`config.mk`:
```
export PLATFORM = sky130hd
export DESIGN_NAME = result_drain_collector
export DESIGN_NICKNAME = d
export VERILOG_FILES = /design/src/rtl/systolic_pkg.sv /design/src/rtl/result_buffer.sv /design/src/rtl/result_drain_collector.sv
export SDC_FILE = /design/constraint.sdc
export NUM_CORES = 2
export LEC_CHECK = 0
export CAP_MARGIN = 20
export CELL_PAD_IN_SITES_DETAIL_PLACEMENT = 1
export CELL_PAD_IN_SITES_GLOBAL_PLACEMENT = 2
export CORE_UTILIZATION = 50
export DETAILED_ROUTE_END_ITERATION = 8
export GPL_ROUTABILITY_DRIVEN = 0
export PLACE_DENSITY_LB_ADDON = 0.1
export SLEW_MARGIN = 20
export SYNTH_ARGS = -nofsm -noshare
export SYNTH_HDL_FRONTEND = slang
export SYNTH_SLANG_ARGS = --single-unit
export TNS_END_PERCENT = 100
```
`constraint.sdc`:
```
create_clock -name clk_i -period 3.9 [get_ports clk_i]
set_clock_uncertainty 0.05 [all_clocks]
set_input_delay 0.39 -clock clk_i [delete_from_list [all_inputs] [get_ports clk_i]]
set_output_delay 0.39 -clock clk_i [all_outputs]
set_load 0.01 [all_outputs]
```
`src/rtl/systolic_pkg.sv`:
```
// Shared types and helpers for the result drain collector.
//   collect_state_t : collector FSM states
//   result_addr()   : buffer write address for the k-th captured word,
//                     optionally transposing an N x N tile.
package systolic_pkg;

    typedef enum logic [1:0] {IDLE, CAPTURE, STREAM, DONE} collect_state_t;

    // Arrival index k -> buffer slot. Transposed mode stores the k-th word
    // at (k%N)*N + k/N so a linear read-out yields the transposed tile.
    function automatic int unsigned result_addr(input int unsigned k,
                                                input int unsigned n,
                                                input bit          transpose);
        if (transpose)
            return (k % n) * n + k / n;
        return k;
    endfunction

endpackage

```
`src/rtl/result_buffer.sv`:
```
// Simple dual-port result RAM: one write port, one registered read port.
//   clk_i               clock
//   wr_en_i/addr/data   write port, written at the clock edge
//   rd_en_i/rd_addr_i   read request; rd_data_o valid the following cycle
// Contents are never reset.
module result_buffer #(
    parameter int DEPTH      = 64,
    parameter int DATA_WIDTH = 32,
    parameter int AW         = 6
) (
    input  logic                  clk_i,
    input  logic                  wr_en_i,
    input  logic [AW-1:0]         wr_addr_i,
    input  logic [DATA_WIDTH-1:0] wr_data_i,
    input  logic                  rd_en_i,
    input  logic [AW-1:0]         rd_addr_i,
    output logic [DATA_WIDTH-1:0] rd_data_o
);

    logic [DATA_WIDTH-1:0] mem [DEPTH];
    logic [DATA_WIDTH-1:0] rd_data_q;

    always_ff @(posedge clk_i) begin
        if (wr_en_i)
            mem[wr_addr_i] <= wr_data_i;
        if (rd_en_i)
            rd_data_q <= mem[rd_addr_i];
    end

    assign rd_data_o = rd_data_q;

endmodule

```
`src/rtl/result_drain_collector.sv`:
```
// Captures the non-stallable drain stream of the systolic array into an
// N*N buffer, then replays it to the host over valid/ready.
//   clk_i, rst_i                  clock, synchronous active-high reset
//   arm_i                         open a capture window (IDLE only)
//   drain_data_i/drain_valid_i    array drain stream, no backpressure
//   result_data_o/valid_o/last_o  replay stream, ready_i from host
//   busy_o                        CAPTURE or STREAM
//   complete_o                    one-cycle pulse after the last handshake
//   overflow_o                    sticky: drain beat seen outside CAPTURE
//   count_o                       words captured in the current window
module result_drain_collector
    import systolic_pkg::*;
#(
    parameter int N          = 8,
    parameter int DATA_WIDTH = 32,
    parameter int TRANSPOSE  = 0
) (
    input  logic                          clk_i,
    input  logic                          rst_i,
    input  logic                          arm_i,
    input  logic [DATA_WIDTH-1:0]         drain_data_i,
    input  logic                          drain_valid_i,
    output logic [DATA_WIDTH-1:0]         result_data_o,
    output logic                          result_valid_o,
    input  logic                          result_ready_i,
    output logic                          result_last_o,
    output logic                          busy_o,
    output logic                          complete_o,
    output logic                          overflow_o,
    output logic [$clog2(N*N+1)-1:0]      count_o
);

    localparam int DEPTH = N * N;
    localparam int CW    = $clog2(DEPTH + 1);
    localparam int AW    = (DEPTH > 1) ? $clog2(DEPTH) : 1;

    collect_state_t        state_q, state_d;
    logic [CW-1:0]         count_q, count_d;
    logic [CW-1:0]         rd_ptr_q, rd_ptr_d;
    logic                  overflow_q, overflow_d;
    // Read in flight (RAM output valid next cycle) and whether it is the last word.
    logic                  rd_pend_q, rd_pend_d;
    logic                  rd_last_pend_q, rd_last_pend_d;
    // Two-entry output queue: out register plus one skid entry.
    logic [1:0]            occ_q, occ_d;
    logic [DATA_WIDTH-1:0] out_data_q, out_data_d, skid_data_q, skid_data_d;
    logic                  out_last_q, out_last_d, skid_last_q, skid_last_d;

    logic                  wr_en, rd_en, pop, push;
    logic [AW-1:0]         wr_addr;
    logic [DATA_WIDTH-1:0] rd_data;

    result_buffer #(.DEPTH(DEPTH), .DATA_WIDTH(DATA_WIDTH), .AW(AW)) u_buf (
        .clk_i     (clk_i),
        .wr_en_i   (wr_en),
        .wr_addr_i (wr_addr),
        .wr_data_i (drain_data_i),
        .rd_en_i   (rd_en),
        .rd_addr_i (AW'(rd_ptr_q)),
        .rd_data_o (rd_data)
    );

    always_comb begin
        state_d        = state_q;
        count_d        = count_q;
        rd_ptr_d       = rd_ptr_q;
        overflow_d     = overflow_q;
        out_data_d     = out_data_q;
        out_last_d     = out_last_q;
        skid_data_d    = skid_data_q;
        skid_last_d    = skid_last_q;
        wr_en          = 1'b0;
        wr_addr        = AW'(result_addr(32'(count_q), N, TRANSPOSE != 0));
        push           = rd_pend_q;
        pop            = (state_q == STREAM) && (occ_q != 2'd0) && result_ready_i;
        // Issue a read only if the queue can absorb it once it returns:
        // stored + in-flight - leaving this cycle must stay below 2.
        rd_en          = (state_q == STREAM) && (rd_ptr_q < CW'(DEPTH)) &&
                         ((3'(occ_q) + 3'(rd_pend_q)) < (3'd2 + 3'(pop)));
        rd_pend_d      = rd_en;
        rd_last_pend_d = rd_en && (rd_ptr_q == CW'(DEPTH - 1));
        occ_d          = occ_q + 2'(push) - 2'(pop);

        if (rd_en)
            rd_ptr_d = rd_ptr_q + 1'b1;

        // Output queue: pop shifts skid into out, push fills the first free slot.
        if (pop && (occ_q == 2'd2)) begin
            out_data_d = skid_data_q;
            out_last_d = skid_last_q;
            if (push) begin
                skid_data_d = rd_data;
                skid_last_d = rd_last_pend_q;
            end
        end else if (push && ((occ_q == 2'd0) || pop)) begin
            out_data_d = rd_data;
            out_last_d = rd_last_pend_q;
        end else if (push) begin
            skid_data_d = rd_data;
            skid_last_d = rd_last_pend_q;
        end

        case (state_q)
            IDLE: begin
                // arm wins over a coincident drain beat: beat dropped, flag cleared.
                if (arm_i) begin
                    state_d    = CAPTURE;
                    count_d    = '0;
                    rd_ptr_d   = '0;
                    overflow_d = 1'b0;
                end else if (drain_valid_i) begin
                    overflow_d = 1'b1;
                end
            end
            CAPTURE: begin
                if (drain_valid_i) begin
                    wr_en   = 1'b1;
                    count_d = count_q + 1'b1;
                    if (count_q == CW'(DEPTH - 1))
                        state_d = STREAM;
                end
            end
            STREAM: begin
                if (drain_valid_i)
                    overflow_d = 1'b1;
                if (pop && out_last_q)
                    state_d = DONE;
            end
            default: begin
                if (drain_valid_i)
                    overflow_d = 1'b1;
                state_d = IDLE;
            end
        endcase
    end

    always_ff @(posedge clk_i) begin
        if (rst_i) begin
            state_q        <= IDLE;
            count_q        <= '0;
            rd_ptr_q       <= '0;
            overflow_q     <= 1'b0;
            rd_pend_q      <= 1'b0;
            rd_last_pend_q <= 1'b0;
            occ_q          <= 2'd0;
            out_data_q     <= '0;
            out_last_q     <= 1'b0;
            skid_data_q    <= '0;
            skid_last_q    <= 1'b0;
        end else begin
            state_q        <= state_d;
            count_q        <= count_d;
            rd_ptr_q       <= rd_ptr_d;
            overflow_q     <= overflow_d;
            rd_pend_q      <= rd_pend_d;
            rd_last_pend_q <= rd_last_pend_d;
            occ_q          <= occ_d;
            out_data_q     <= out_data_d;
            out_last_q     <= out_last_d;
            skid_data_q    <= skid_data_d;
            skid_last_q    <= skid_last_d;
        end
    end

    assign result_valid_o = (state_q == STREAM) && (occ_q != 2'd0);
    assign result_data_o  = out_data_q;
    assign result_last_o  = result_valid_o && out_last_q;
    assign busy_o         = (state_q == CAPTURE) || (state_q == STREAM);
    assign complete_o     = (state_q == DONE);
    assign overflow_o     = overflow_q;
    assign count_o        = count_q;

endmodule

```
==> qor.txt <==
Clock Latency Late Sink - 0.87 ns
Overall global routing resource usage - 29.3%
Layout cells sized above 1 - 25.4%
Reg2Reg Depth - 7
Worst Hold Path EP - u_buf.mem[41][1]$_DFFE_PP_
Routed vias/inst - 6.44
Fmax - 0.273 GHz
FF-to-FF Start - rd_ptr_q[0]$_SDFF_PP0_
Dpl hpwl - 144 mm
Die Height - 408 um
Worst setup EP type - flip-flop
Initial antenna violation count - 17
Leak Pwr - 28.6 nW
CTS Buffer Depth - 3
Commonest non-fill, non-tap cell in the layout - edfxtp_1
Area occupied by multi-input gates - 17400 um^2
Commonest non-fill, non-tap cells in the layout - edfxtp_1 (2080), mux4_2 (448), clkbuf_16 (223)
CTS H-tree depth - 4
CORE AREA - 163000 um^2
Drt total wl - 242 mm
Post-synthesis register bit count - 2167
Hold path start - drain_data_i[1]
Design Area, Final - 94400 um^2
Final Max Tran Viols - 0
Crit Path Category - flip-flop to flip-flop
Worst EP required - 4.58 ns
CTS buffer count - 217
Placed insts - 6129
Yosys cell types - 46
Post-Place Cell Area - 87300 um^2
Filler cells - 13.7k
Final core occ - 57.9%
Max-cap viol count - 0
Total congestion overflow - 0
Post-CTS Setup Repair Bufs - 0
Slew @ Worst Pin - 1.21 ns
Register area - 64200 um^2
Die Wd - 408 um
Fin crit share - 93.8%
Asr flop ratio synth - 0%
First-pass GRT wire length - 339 mm
CTS tree - done
RR Endpoint - u_buf.rd_data_o[28]$_DFFE_PP_
Minimum clock period - 3.66 ns
Warnings from Yosys - 0
Routed vias - 42.1k
Drc violations - 0
Final Non-Filler Cells - 6536
Post-Syn Area per Cell - 21.2 um^2
Final WS setup - 0.243 ns
Critical path fanouts, max - 21
Root buffer cell - clkbuf_16
Maximum vdd drop - 0.000496 V
Site Rows - 148
Post-synth EDFFs - 2080
Post-cts resize count - 0
Die area - 166000 um^2
R2R Setup Slk - 0.24 ns
Syn nets - 3924
Final Setup Violations - 0
Number of global-route vias before repair - 43.8k
Endpoints failing hold - 0
CTS Hold Bufs - 5
Remaining antenna violation count - 0
Cells after synthesis - 3876
Setup TNS Final - 0 ns
I/O Buffers - 80
Drt pass-1 iters - 6
PwrDens - 529 nW/um^2
Arrival time worst endpoint - 4.34 ns
HP Class - input pin to flip-flop
Critical Path Start Type - flip-flop
Worst hold margin - 0.0321 ns
Max_slew headroom - 19.4%
Area grow syn2layout - 14.7%
WL/cell - 37.1 um
Largest net degree at the start of global routing - 96
Final Power - 49.9 mW
Register area share after synthesis - 78.0%
Synth Cell Area - 82300 um^2
Detailed Route Iter0 Violations - 4957
Commonest register cell after synthesis - edfxtp_1
RSZ-0062 raised after global routing - no
TritonCTS Sinks - 2167
Starting density of the core - 50.4%
Number of top-level pins - 81
Hold path cells - 1
Final net count - 4228
Dpl ws - 0.321 ns
Clk slew on worst S/H paths - 0.06 ns
Status - finished, final reports clean
-- power by group --
| group | internal, mW | switching (mW) | total, mW |
|---|---|---|---|
| Combinational | 1.35 | 1.88 | 3.23 |
| Sequential | 25.7 | 0.328 | 26.1 |
| Clock | 11.8 | 8.79 | 20.6 |
| Total | 38.9 | 11.0 | 49.9 |
-- cell families (layout without fill, tap and decap cells) --
| logic type | Yosys count | count (layout) | share of synthesized area (%) |
|---|---|---|---|
| compound gates | 439 | 439 | 3.69 |
| xor+xnor | 11 | 11 | 0.117 |
| fa+ha+maj | 11 | 11 | 0.167 |
| buf+inv | 245 | 723 | 1.50 |
| flops | 2167 | 2167 | 78.0 |
| mux | 634 | 634 | 14.5 |
| other cells | 0 | 7 | 0 |
| simple gates | 369 | 369 | 1.97 |
-- sequential cells by signal (all words and copies together), names as in the netlist, 2 cells and up --
signal	count
rd_ptr_q	7
occ_q	2
skid_data_q	32
state_q	2
u_buf.mem	2048
count_o	7
result_data_o	32
u_buf.rd_data_o	32
-- routing by layer --
layer  track usage, %  up-vias  share of wire [%]
li1                 -    16900                  -
met1             41.2    23100                 41
met5                0        -              0.016
met4             8.81        6                2.8
met2             47.3     1840                 48
met3             5.36      310                7.6
-- worst max-delay path by stage --
| stage | startpoint | end | slack, ns |
|---|---|---|---|
| after global placement | rd_ptr_q[0]$_SDFF_PP0_ | u_buf.rd_data_o[25]$_DFFE_PP_ | 0.26 |
| after detailed placement | rd_ptr_q[0]$_SDFF_PP0_ | u_buf.rd_data_o[28]$_DFFE_PP_ | 0.32 |
| after CTS | rd_ptr_q[0]$_SDFF_PP0_ | u_buf.rd_data_o[28]$_DFFE_PP_ | 0.30 |
| after floorplan | state_q[1]$_SDFFE_PP0P_ | u_buf.mem[58][0]$_DFFE_PP_ | 0.67 |
| after global routing | rd_ptr_q[0]$_SDFF_PP0_ | u_buf.rd_data_o[28]$_DFFE_PP_ | 0.22 |
| final | rd_ptr_q[0]$_SDFF_PP0_ | u_buf.rd_data_o[28]$_DFFE_PP_ | 0.24 |
-- cell usage after synthesis, types with 5 or more instances --
library cell | number | share of area, %
edfxtp_1 | 2080 | 76
mux4_2 | 448 | 12
mux2i_1 | 178 | 2.2
nor2_1 | 141 | 0.64
nand2_1 | 114 | 0.52
a21oi_1 | 100 | 0.61
o22ai_1 | 99 | 0.75
clkbuf_1 | 97 | 0.44
dfxtp_1 | 87 | 2.1
a22oi_1 | 82 | 0.75
buf_2 | 80 | 0.49
o221ai_1 | 36 | 0.38
a222oi_1 | 33 | 0.40
nor3_1 | 26 | 0.16
o21ai_0 | 26 | 0.16
a211o_1 | 24 | 0.26
nand3_1 | 24 | 0.15
buf_6 | 21 | 0.29
buf_1 | 18 | 0.082
nand2b_1 | 17 | 0.13
buf_4 | 14 | 0.13
inv_1 | 14 | 0.064
a211oi_1 | 13 | 0.12
and3_1 | 12 | 0.091
ha_1 | 11 | 0.17
and2_1 | 10 | 0.076
a221o_1 | 8 | 0.097
a41oi_1 | 8 | 0.085
mux2_2 | 8 | 0.11
xor2_1 | 8 | 0.085
nor2b_1 | 5 | 0.038
-- area by class of cell --
| type | instances | area share (%) |
|---|---|---|
| Timing Repair Buffer | 316 | 3.16 |
| Sequential cell | 2167 | 68.0 |
| Tap cell | 2175 | 2.88 |
| Antenna cell | 7 | 0.0186 |
| Multi-Input combinational cell | 1464 | 18.4 |
| Clock inverter | 112 | 1.21 |
| Clock buffer | 281 | 6.21 |
| Inverter | 14 | 0.0557 |
-- critical path, cell delays in order, from the launching register on --
cell and delay (ns):
dfxtp_4 0.52, buf_12 0.28, nand3b_1 0.69, buf_4 0.46, o221ai_1 0.23, a21oi_1 0.07, a21oi_1 0.90, a211o_1 0.24
Note: power is estimated with default switching activity, not from simulation.
